File: src/rtl/lcd_fill_rect_ctrl.sv
// ---------------------------------------------------------------------------
// lcd_fill_rect_ctrl
//   Paints a solid RGB565 rectangle on the ST7735 panel. On an accepted start
//   it sends CASET/RASET/RAMWR (11 header bytes) and then streams the pixel
//   colour bytes through the shared lcd_write byte engine. Each byte is
//   handed over with a one-cycle en_write_fill pulse and closed by wr_done.
//
// Ports
//   sys_clk, sys_rst_n   clock, asynchronous active-low reset
//   init_done            panel initialised; start ignored while low
//   start                one-cycle request, sampled only in IDLE
//   start_x/start_y      top-left corner (inclusive)
//   end_x/end_y          bottom-right corner (inclusive)
//   color                RGB565 fill colour
//   wr_done              byte shifted out by lcd_write
//   fill_data            {D/C, byte} to lcd_write, held until wr_done
//   en_write_fill        one-cycle byte request
//   busy                 request in progress
//   fill_done            one-cycle completion pulse
//   fill_err             one-cycle pulse with fill_done on a rejected request
// ---------------------------------------------------------------------------
module lcd_fill_rect_ctrl #(
    parameter int unsigned LCD_W    = 128,
    parameter int unsigned LCD_H    = 160,
    parameter int unsigned X_OFFSET = 0,
    parameter int unsigned Y_OFFSET = 0
) (
    input  logic        sys_clk,
    input  logic        sys_rst_n,
    input  logic        init_done,
    input  logic        start,
    input  logic [8:0]  start_x,
    input  logic [8:0]  start_y,
    input  logic [8:0]  end_x,
    input  logic [8:0]  end_y,
    input  logic [15:0] color,
    input  logic        wr_done,
    output logic [8:0]  fill_data,
    output logic        en_write_fill,
    output logic        busy,
    output logic        fill_done,
    output logic        fill_err
);

    typedef enum logic [2:0] {
        S_IDLE,
        S_CHECK,
        S_SEND,
        S_WAIT,
        S_DONE
    } state_t;

    state_t      state_q;
    logic [8:0]  sx_q, sy_q, ex_q, ey_q;
    logic [15:0] color_q;
    logic [3:0]  hdr_idx_q;
    logic        pix_phase_q;   // 0: header bytes, 1: pixel bytes
    logic        lo_q;          // byte in flight is the colour low byte
    logic [16:0] pix_left_q;    // pixels remaining, including the one in flight
    logic [8:0]  data_q;
    logic        en_q, busy_q, done_q, err_q;

    // Panel-space coordinates (glass offset applied), 16-bit as transmitted
    logic [15:0] xs, xe, ys, ye;
    assign xs = 16'(sx_q) + 16'(X_OFFSET);
    assign xe = 16'(ex_q) + 16'(X_OFFSET);
    assign ys = 16'(sy_q) + 16'(Y_OFFSET);
    assign ye = 16'(ey_q) + 16'(Y_OFFSET);

    logic        reject_d;
    logic [9:0]  width_d, height_d;
    logic [16:0] pix_total_d;
    logic [8:0]  hdr_next_d;

    function automatic logic [8:0] hdr_byte(input logic [3:0]  idx,
                                            input logic [15:0] x0,
                                            input logic [15:0] x1,
                                            input logic [15:0] y0,
                                            input logic [15:0] y1);
        logic [8:0] b;
        case (idx)
            4'd0:    b = 9'h02A;
            4'd1:    b = {1'b1, x0[15:8]};
            4'd2:    b = {1'b1, x0[7:0]};
            4'd3:    b = {1'b1, x1[15:8]};
            4'd4:    b = {1'b1, x1[7:0]};
            4'd5:    b = 9'h02B;
            4'd6:    b = {1'b1, y0[15:8]};
            4'd7:    b = {1'b1, y0[7:0]};
            4'd8:    b = {1'b1, y1[15:8]};
            4'd9:    b = {1'b1, y1[7:0]};
            default: b = 9'h02C;
        endcase
        return b;
    endfunction

    always_comb begin
        reject_d    = (ex_q < sx_q) || (ey_q < sy_q) ||
                      (32'(ex_q) >= LCD_W) || (32'(ey_q) >= LCD_H);
        width_d     = {1'b0, ex_q} - {1'b0, sx_q} + 10'd1;
        height_d    = {1'b0, ey_q} - {1'b0, sy_q} + 10'd1;
        pix_total_d = 17'(width_d) * 17'(height_d);
        hdr_next_d  = hdr_byte(hdr_idx_q + 4'd1, xs, xe, ys, ye);
    end

    always_ff @(posedge sys_clk or negedge sys_rst_n) begin
        if (!sys_rst_n) begin
            state_q     <= S_IDLE;
            sx_q        <= '0;
            sy_q        <= '0;
            ex_q        <= '0;
            ey_q        <= '0;
            color_q     <= '0;
            hdr_idx_q   <= '0;
            pix_phase_q <= 1'b0;
            lo_q        <= 1'b0;
            pix_left_q  <= '0;
            data_q      <= '0;
            en_q        <= 1'b0;
            busy_q      <= 1'b0;
            done_q      <= 1'b0;
            err_q       <= 1'b0;
        end else begin
            en_q   <= 1'b0;
            done_q <= 1'b0;
            err_q  <= 1'b0;
            case (state_q)
                S_IDLE: begin
                    if (start && init_done) begin
                        sx_q    <= start_x;
                        sy_q    <= start_y;
                        ex_q    <= end_x;
                        ey_q    <= end_y;
                        color_q <= color;
                        busy_q  <= 1'b1;
                        state_q <= S_CHECK;
                    end
                end
                S_CHECK: begin
                    if (reject_d) begin
                        done_q  <= 1'b1;
                        err_q   <= 1'b1;
                        busy_q  <= 1'b0;
                        state_q <= S_DONE;
                    end else begin
                        // First byte is issued on the way into SEND so the
                        // registered strobe is visible in the SEND cycle.
                        hdr_idx_q   <= '0;
                        pix_phase_q <= 1'b0;
                        lo_q        <= 1'b0;
                        pix_left_q  <= pix_total_d;
                        data_q      <= 9'h02A;
                        en_q        <= 1'b1;
                        state_q     <= S_SEND;
                    end
                end
                S_SEND: begin
                    state_q <= S_WAIT;
                end
                S_WAIT: begin
                    if (wr_done) begin
                        if (!pix_phase_q) begin
                            if (hdr_idx_q == 4'd10) begin
                                pix_phase_q <= 1'b1;
                                lo_q        <= 1'b0;
                                data_q      <= {1'b1, color_q[15:8]};
                            end else begin
                                hdr_idx_q <= hdr_idx_q + 4'd1;
                                data_q    <= hdr_next_d;
                            end
                            en_q    <= 1'b1;
                            state_q <= S_SEND;
                        end else if (!lo_q) begin
                            lo_q    <= 1'b1;
                            data_q  <= {1'b1, color_q[7:0]};
                            en_q    <= 1'b1;
                            state_q <= S_SEND;
                        end else if (pix_left_q == 17'd1) begin
                            done_q  <= 1'b1;
                            busy_q  <= 1'b0;
                            state_q <= S_DONE;
                        end else begin
                            pix_left_q <= pix_left_q - 17'd1;
                            lo_q       <= 1'b0;
                            data_q     <= {1'b1, color_q[15:8]};
                            en_q       <= 1'b1;
                            state_q    <= S_SEND;
                        end
                    end
                end
                S_DONE: begin
                    state_q <= S_IDLE;
                end
                default: begin
                    state_q <= S_IDLE;
                end
            endcase
        end
    end

    assign fill_data     = data_q;
    assign en_write_fill = en_q;
    assign busy          = busy_q;
    assign fill_done     = done_q;
    assign fill_err      = err_q;

endmodule

File: config.mk
export PLATFORM = sky130hd
export DESIGN_NAME = lcd_fill_rect_ctrl
export DESIGN_NICKNAME = d
export VERILOG_FILES = /design/src/rtl/lcd_fill_rect_ctrl.sv
export SDC_FILE = /design/constraint.sdc
export NUM_CORES = 1
export LEC_CHECK = 0
export CAP_MARGIN = 20
export CORE_ASPECT_RATIO = 1.4
export CORE_MARGIN = 2
export CORE_UTILIZATION = 35
export CTS_BUF_LIST = sky130_fd_sc_hd__clkbuf_8
export CTS_CLUSTER_SIZE = 25
export DETAILED_ROUTE_END_ITERATION = 6
export GPL_ROUTABILITY_DRIVEN = 0
export SLEW_MARGIN = 20
export SYNTH_ARGS = -nofsm -noshare
export SYNTH_HDL_FRONTEND = slang
export SYNTH_SLANG_ARGS = --single-unit
export TNS_END_PERCENT = 5
File: constraint.sdc
create_clock -name sys_clk -period 16.14 [get_ports sys_clk]
set_input_delay 3.228 -clock sys_clk [delete_from_list [all_inputs] [get_ports sys_clk]]
set_output_delay 3.228 -clock sys_clk [all_outputs]
set_load 0.05 [all_outputs]
### Word level (Yosys, flattened, before mapping)

Index checks and enable logic that the tools add are counted.

| word-level totals | value |
|---|---|
| register bits after elaboration | 91 |
| logic and storage cells | 124 |
| output and inout bits | 13 |
| bits of input ports | 57 |

| operators by class | value |
|---|---|
| add/sub/neg operators | 6 |
| $lt $le $gt $ge | 4 |
| reduce and logical (&&, ||, !) cells | 16 |
| multiply operators | 1 |
| eq/ne operators | 26 |
| muxes and demuxes | 56 |

Operator list:

| kind | number |
|---|---|
| $pmux 9 s10 | 1 |
| $mux 17 | 5 |
| $mux 9 | 6 |
| $pmux 17 s2 | 1 |
| $mux 1 | 25 |
| $add 10x1->10 const B | 2 |
| $ne 2x2->1 const B | 10 |
| $sub 9x9->10 | 2 |
| $ge 9x8->1 const B | 2 |
| $lt 9x9->1 | 2 |
| $mux 3 | 6 |
| $pmux 9 s2 | 1 |
| $eq 17x1->1 const B | 1 |
| $mul 10x10->17 | 1 |
| $sub 17x1->17 const B | 1 |
| $eq 4x3->1 const B | 4 |
| $mux 4 | 4 |
| $eq 4x4->1 const B | 3 |
| $pmux 3 s4 | 1 |
| $eq 4x2->1 const B | 2 |
| $pmux 1 s2 | 4 |
| $pmux 4 s2 | 1 |
| $reduce_and 4->1 | 2 |
| $reduce_and 7->1 | 1 |
| other kinds (17) | 21 |

### Depth between registers and ports, before layout

| logic depth | value |
|---|---|
| depth after elaboration | 7 |
| depth in mapped cells | 30 |
| mapped depth without buffers | 29 |

### Least setup slack after synthesis

No wires, ideal clock.

| timing path | value |
|---|---|
| path type | reg-to-reg |
| start | register sx_q[3] |
| end | register pix_left_q[14] |
| setup time | 0.077 ns |
| cell stages (with the launch flop) | 26 |
| arrival time | 6.563 ns |
| slack | 9.499 ns |
| data required time | 16.063 ns |
| clock period less this slack | 6.641 ns |
| path buffers | 0 |
| cells stage by stage | dfrtp_1 inv_1 ha_1 fa_1 and3_1 a221o_1 or2_2 xnor2_1 nand2_1 fa_1 inv_1 fa_1 inv_1 fa_1 inv_1 fa_1 inv_1 fa_1 inv_1 ha_1 or2_2 a41o_1 a211oi_1 xnor2_1 o21ai_1 a21oi_1 |

| on the way | value |
|---|---|
| cells in the longest elaborated chain, start to end | 6 |
| elaborated cells on any way between the ends | 11 |
| those cells by class | 2 x add/sub; 1 x mul; 1 x order compare; 1 x eq/ne; 2 x mux; 4 x reduce/logical |

Ends and longest elaborated chain:

| item | line | source |
|---|---|---|
| from (decl) | 54 | `logic [8:0] sx_q, sy_q, ex_q, ey_q;` |
| from (signal assigned) | 130 | `sx_q <= start_x;` |
| branches (longest 6 deep; another with $mul 10x10->17) | -- |  |
| to (signal assigned) | 151 | `pix_left_q <= pix_total_d;` |
| to (signal assigned) | 183 | `pix_left_q <= pix_left_q - 17'd1;` |
| to (decl) | 59 | `logic [16:0] pix_left_q;` |

Parallel ways; which one is timed is not known. The select of a mux whose other input is x is not followed.
A chain may end at the register's enable or synchronous reset.

### Worst setup path after layout

Ends and elaborated chain as after synthesis.

==> qor.txt <==
Setup bufs post-CTS: 0
Detailed placement HPWL: 18,700 um
Final Hold Viols: 0
Num CTS Buffers: 9
Hold-fix buffers, CTS: 0
Worst slew pin tran: 1.08 ns
Maximum clock frequency: 141 MHz
Share of layout cells above drive strength 1: 8.84%
H-tree Lvls: 3
# port buffers: 69
Yosys warnings: 0
Area of the mapped netlist: 8900 sq um
FF-to-FF setup slack: 9.03 ns
RR Startpoint: sx_q[3]
Drt first pass iters: 4
Routed WL: 23,000 um
Rel. slew slack: 27.7%
Register bit count reported by yosys: 91
Fillers: 2,538
GR Util All Layers: 18.1%
Initial antenna violation count: 0
Post-CTS Resized: 0
Routed len/inst: 17.3 um
Final nets: 1,213
Grt ovf: 0
Cells after Synth: 954
Post-DRT Antenna Nets: 0
CP max FO: 6
First-pass GRT wire length: 38,300 um
Sequential element share of the synthesized area: 25.6%
Status: complete, no violations
Crit path DAT: 7.44 ns
Die height: 193 um
Placed Cells: 1,310
Sink Count: 91
DR iter-0 viols: 201
DRC violations left: 0
Worst Setup End Kind: register
Layout area overhead: 12.7%
Fin crit share: 44.1%
Mean number of vias per cell: 5.23
Post-place instance area: 9860 sq um
Minimum clock period: 7.11 ns
Setup Crit Path Kind: reg2reg
Largest net degree at the start of global routing: 56
Post-route cell area: 10,000 sq um
Synth async-reset ratio: 100%
CTS max path bufs: 2
Syn avg cell area: 9.33 sq um
Setup TNS: 0 ns
Worst Skew: 0.0195 ns
Hold_ws: 0.496 ns
Initial Util: 35.3%
Clk Latency, worst-skew pair: 0.39 ns
Reg2Reg Depth: 25
Clk slew on worst S/H paths: 0.10 ns
Tightest Hold Check Type: reg2reg
Row cnt: 69
CTS tree: built
Via count: 6,929
Critical path origin: sx_q[3]
Non-filler cells, final: 1,326
End of the worst register-to-register path: pix_left_q[14]
Unique masters post-synth: 68
RSZ-0062 raised after global routing: false
Antenna diode count: 0
Core Region: 25,200 sq um
Max-cap violations: 0
Vias in the first global route: 7,407
Critical Path Source Type: register
Ys flop type: dfrtp_1
Mapped Nets: 1,165
Critical Path RT: 16.47 ns
Die width: 139 um
Die Area: 26,700 sq um
Post-synth EDFFs: 0
Worst Setup EP: pix_left_q[14]
Final setup vio count: 0
Clock Root Buffer: clkbuf_8
Io pins: 70
Final Max Tran Viols: 0
[area by class of cell]
class	instances	area [sq um]	area share [%]
Multi-Input combinational cell	702	6000	59.8
Sequential cell	91	2280	22.7
Timing Repair Buffer	72	711	7.08
Inverter	126	473	4.71
Tap cell	319	399	3.98
Clock buffer	10	138	1.37
Clock inverter	6	40.0	0.399
[stage by stage]
step	setup slack [ns]	util [%]
2_1_floorplan	9.50	-
6_report	9.03	39.8
3_3_place_gp	9.16	39.1
3_5_place_dp	9.05	39.1
4_1_cts	9.04	39.8
5_1_grt	8.63	39.8
[cell families after synthesis]
group,synth area share [%]
fa+ha+maj,27.4
buf+inv,7.07
compound gates,14.1
xor+xnor,4.17
simple gates,14.2
mux,7.56
flops,25.6
[Yosys cell counts, types with 8 or more instances]
| cell | n | area (sq um) |
|---|---|---|
| and2_1 | 27 | 169 |
| mux2_2 | 57 | 642 |
| ha_1 | 86 | 1080 |
| a31oi_1 | 8 | 50.1 |
| nor2_1 | 71 | 267 |
| a21o_1 | 8 | 60.1 |
| nand2b_1 | 13 | 81.3 |
| and3_1 | 8 | 50.1 |
| a21oi_1 | 47 | 235 |
| o21ai_1 | 23 | 115 |
| fa_1 | 68 | 1360 |
| o211ai_1 | 8 | 60.1 |
| nand3_1 | 10 | 50.1 |
| o21ai_0 | 18 | 90.1 |
| nor3_1 | 21 | 105 |
| clkbuf_1 | 26 | 97.6 |
| a211oi_1 | 8 | 60.1 |
| xor2_1 | 12 | 105 |
| nand2_1 | 79 | 297 |
| inv_1 | 125 | 469 |
| xnor2_1 | 26 | 228 |
| dfrtp_1 | 91 | 2280 |
[placed cells by master, fill, tap and decap left out, types with 4 or more instances in the layout]
master	n
o2bb2ai_1	5
a21o_1	8
a222oi_1	6
mux2_2	57
nor2b_1	6
nand2b_1	13
nand4_1	6
nand3b_1	4
a211oi_1	8
or2_2	4
clkbuf_8	10
xor2_1	12
nor3_1	21
a21oi_1	47
clkdlybuf4s50_1	68
buf_4	4
o21bai_1	7
a311oi_1	7
o2111ai_1	4
nand3_1	10
nor4_1	4
o21ai_1	23
inv_1	126
nand2_1	79
ha_1	86
o211ai_1	8
o21ai_0	18
xnor2_1	26
a31oi_1	8
nor2_1	71
and2_1	27
fa_1	68
dfrtp_1	91
and3_1	8
[registers in the layout (all words and copies together) (netlist names), 3 cells and up]
name,flops
fill_data,9
sx_q,9
state_q,3
pix_left_q,17
color_q,16
sy_q,9
ey_q,9
ex_q,9
hdr_idx_q,4
[critical path, stage by stage (launching register included)]
cell and delay, ns:
dfrtp_1 0.38, inv_1 0.05, ha_1 0.22, fa_1 0.54, and3_1 0.19, a221o_1 0.36
or2_2 0.32, xnor2_1 0.43, nand2_1 0.15, fa_1 0.52, inv_1 0.05, fa_1 0.50
inv_1 0.05, fa_1 0.47, inv_1 0.05, fa_1 0.53, inv_1 0.05, fa_1 0.55
inv_1 0.05, ha_1 0.34, or2_2 0.34, a41o_1 0.27, a211oi_1 0.25, xnor2_1 0.16
o21ai_1 0.07, a21oi_1 0.16
[routing by layer]
metal	part of all wire, %	track usage, %
met1	39	19.4
met2	55	35.5
met3	2.4	1.91
met4	3.6	7.81
met5	0	0
[worst min path at each step]
stage	startpoint	slack (ns)	end	depth (start not counted)
floorplan	state_q[2]	0.45	state_q[0]	1
global placement	state_q[2]	0.47	state_q[1]	1
detailed placement	fill_data[6]	0.47	fill_data[6]	1
CTS	state_q[2]	0.49	state_q[1]	1
global route	fill_data[4]	0.51	fill_data[4]	1
finish	state_q[2]	0.50	state_q[1]	1
Power is not shown: default switching activity piles up to over one toggle a cycle in this logic, so the estimate is an artifact.
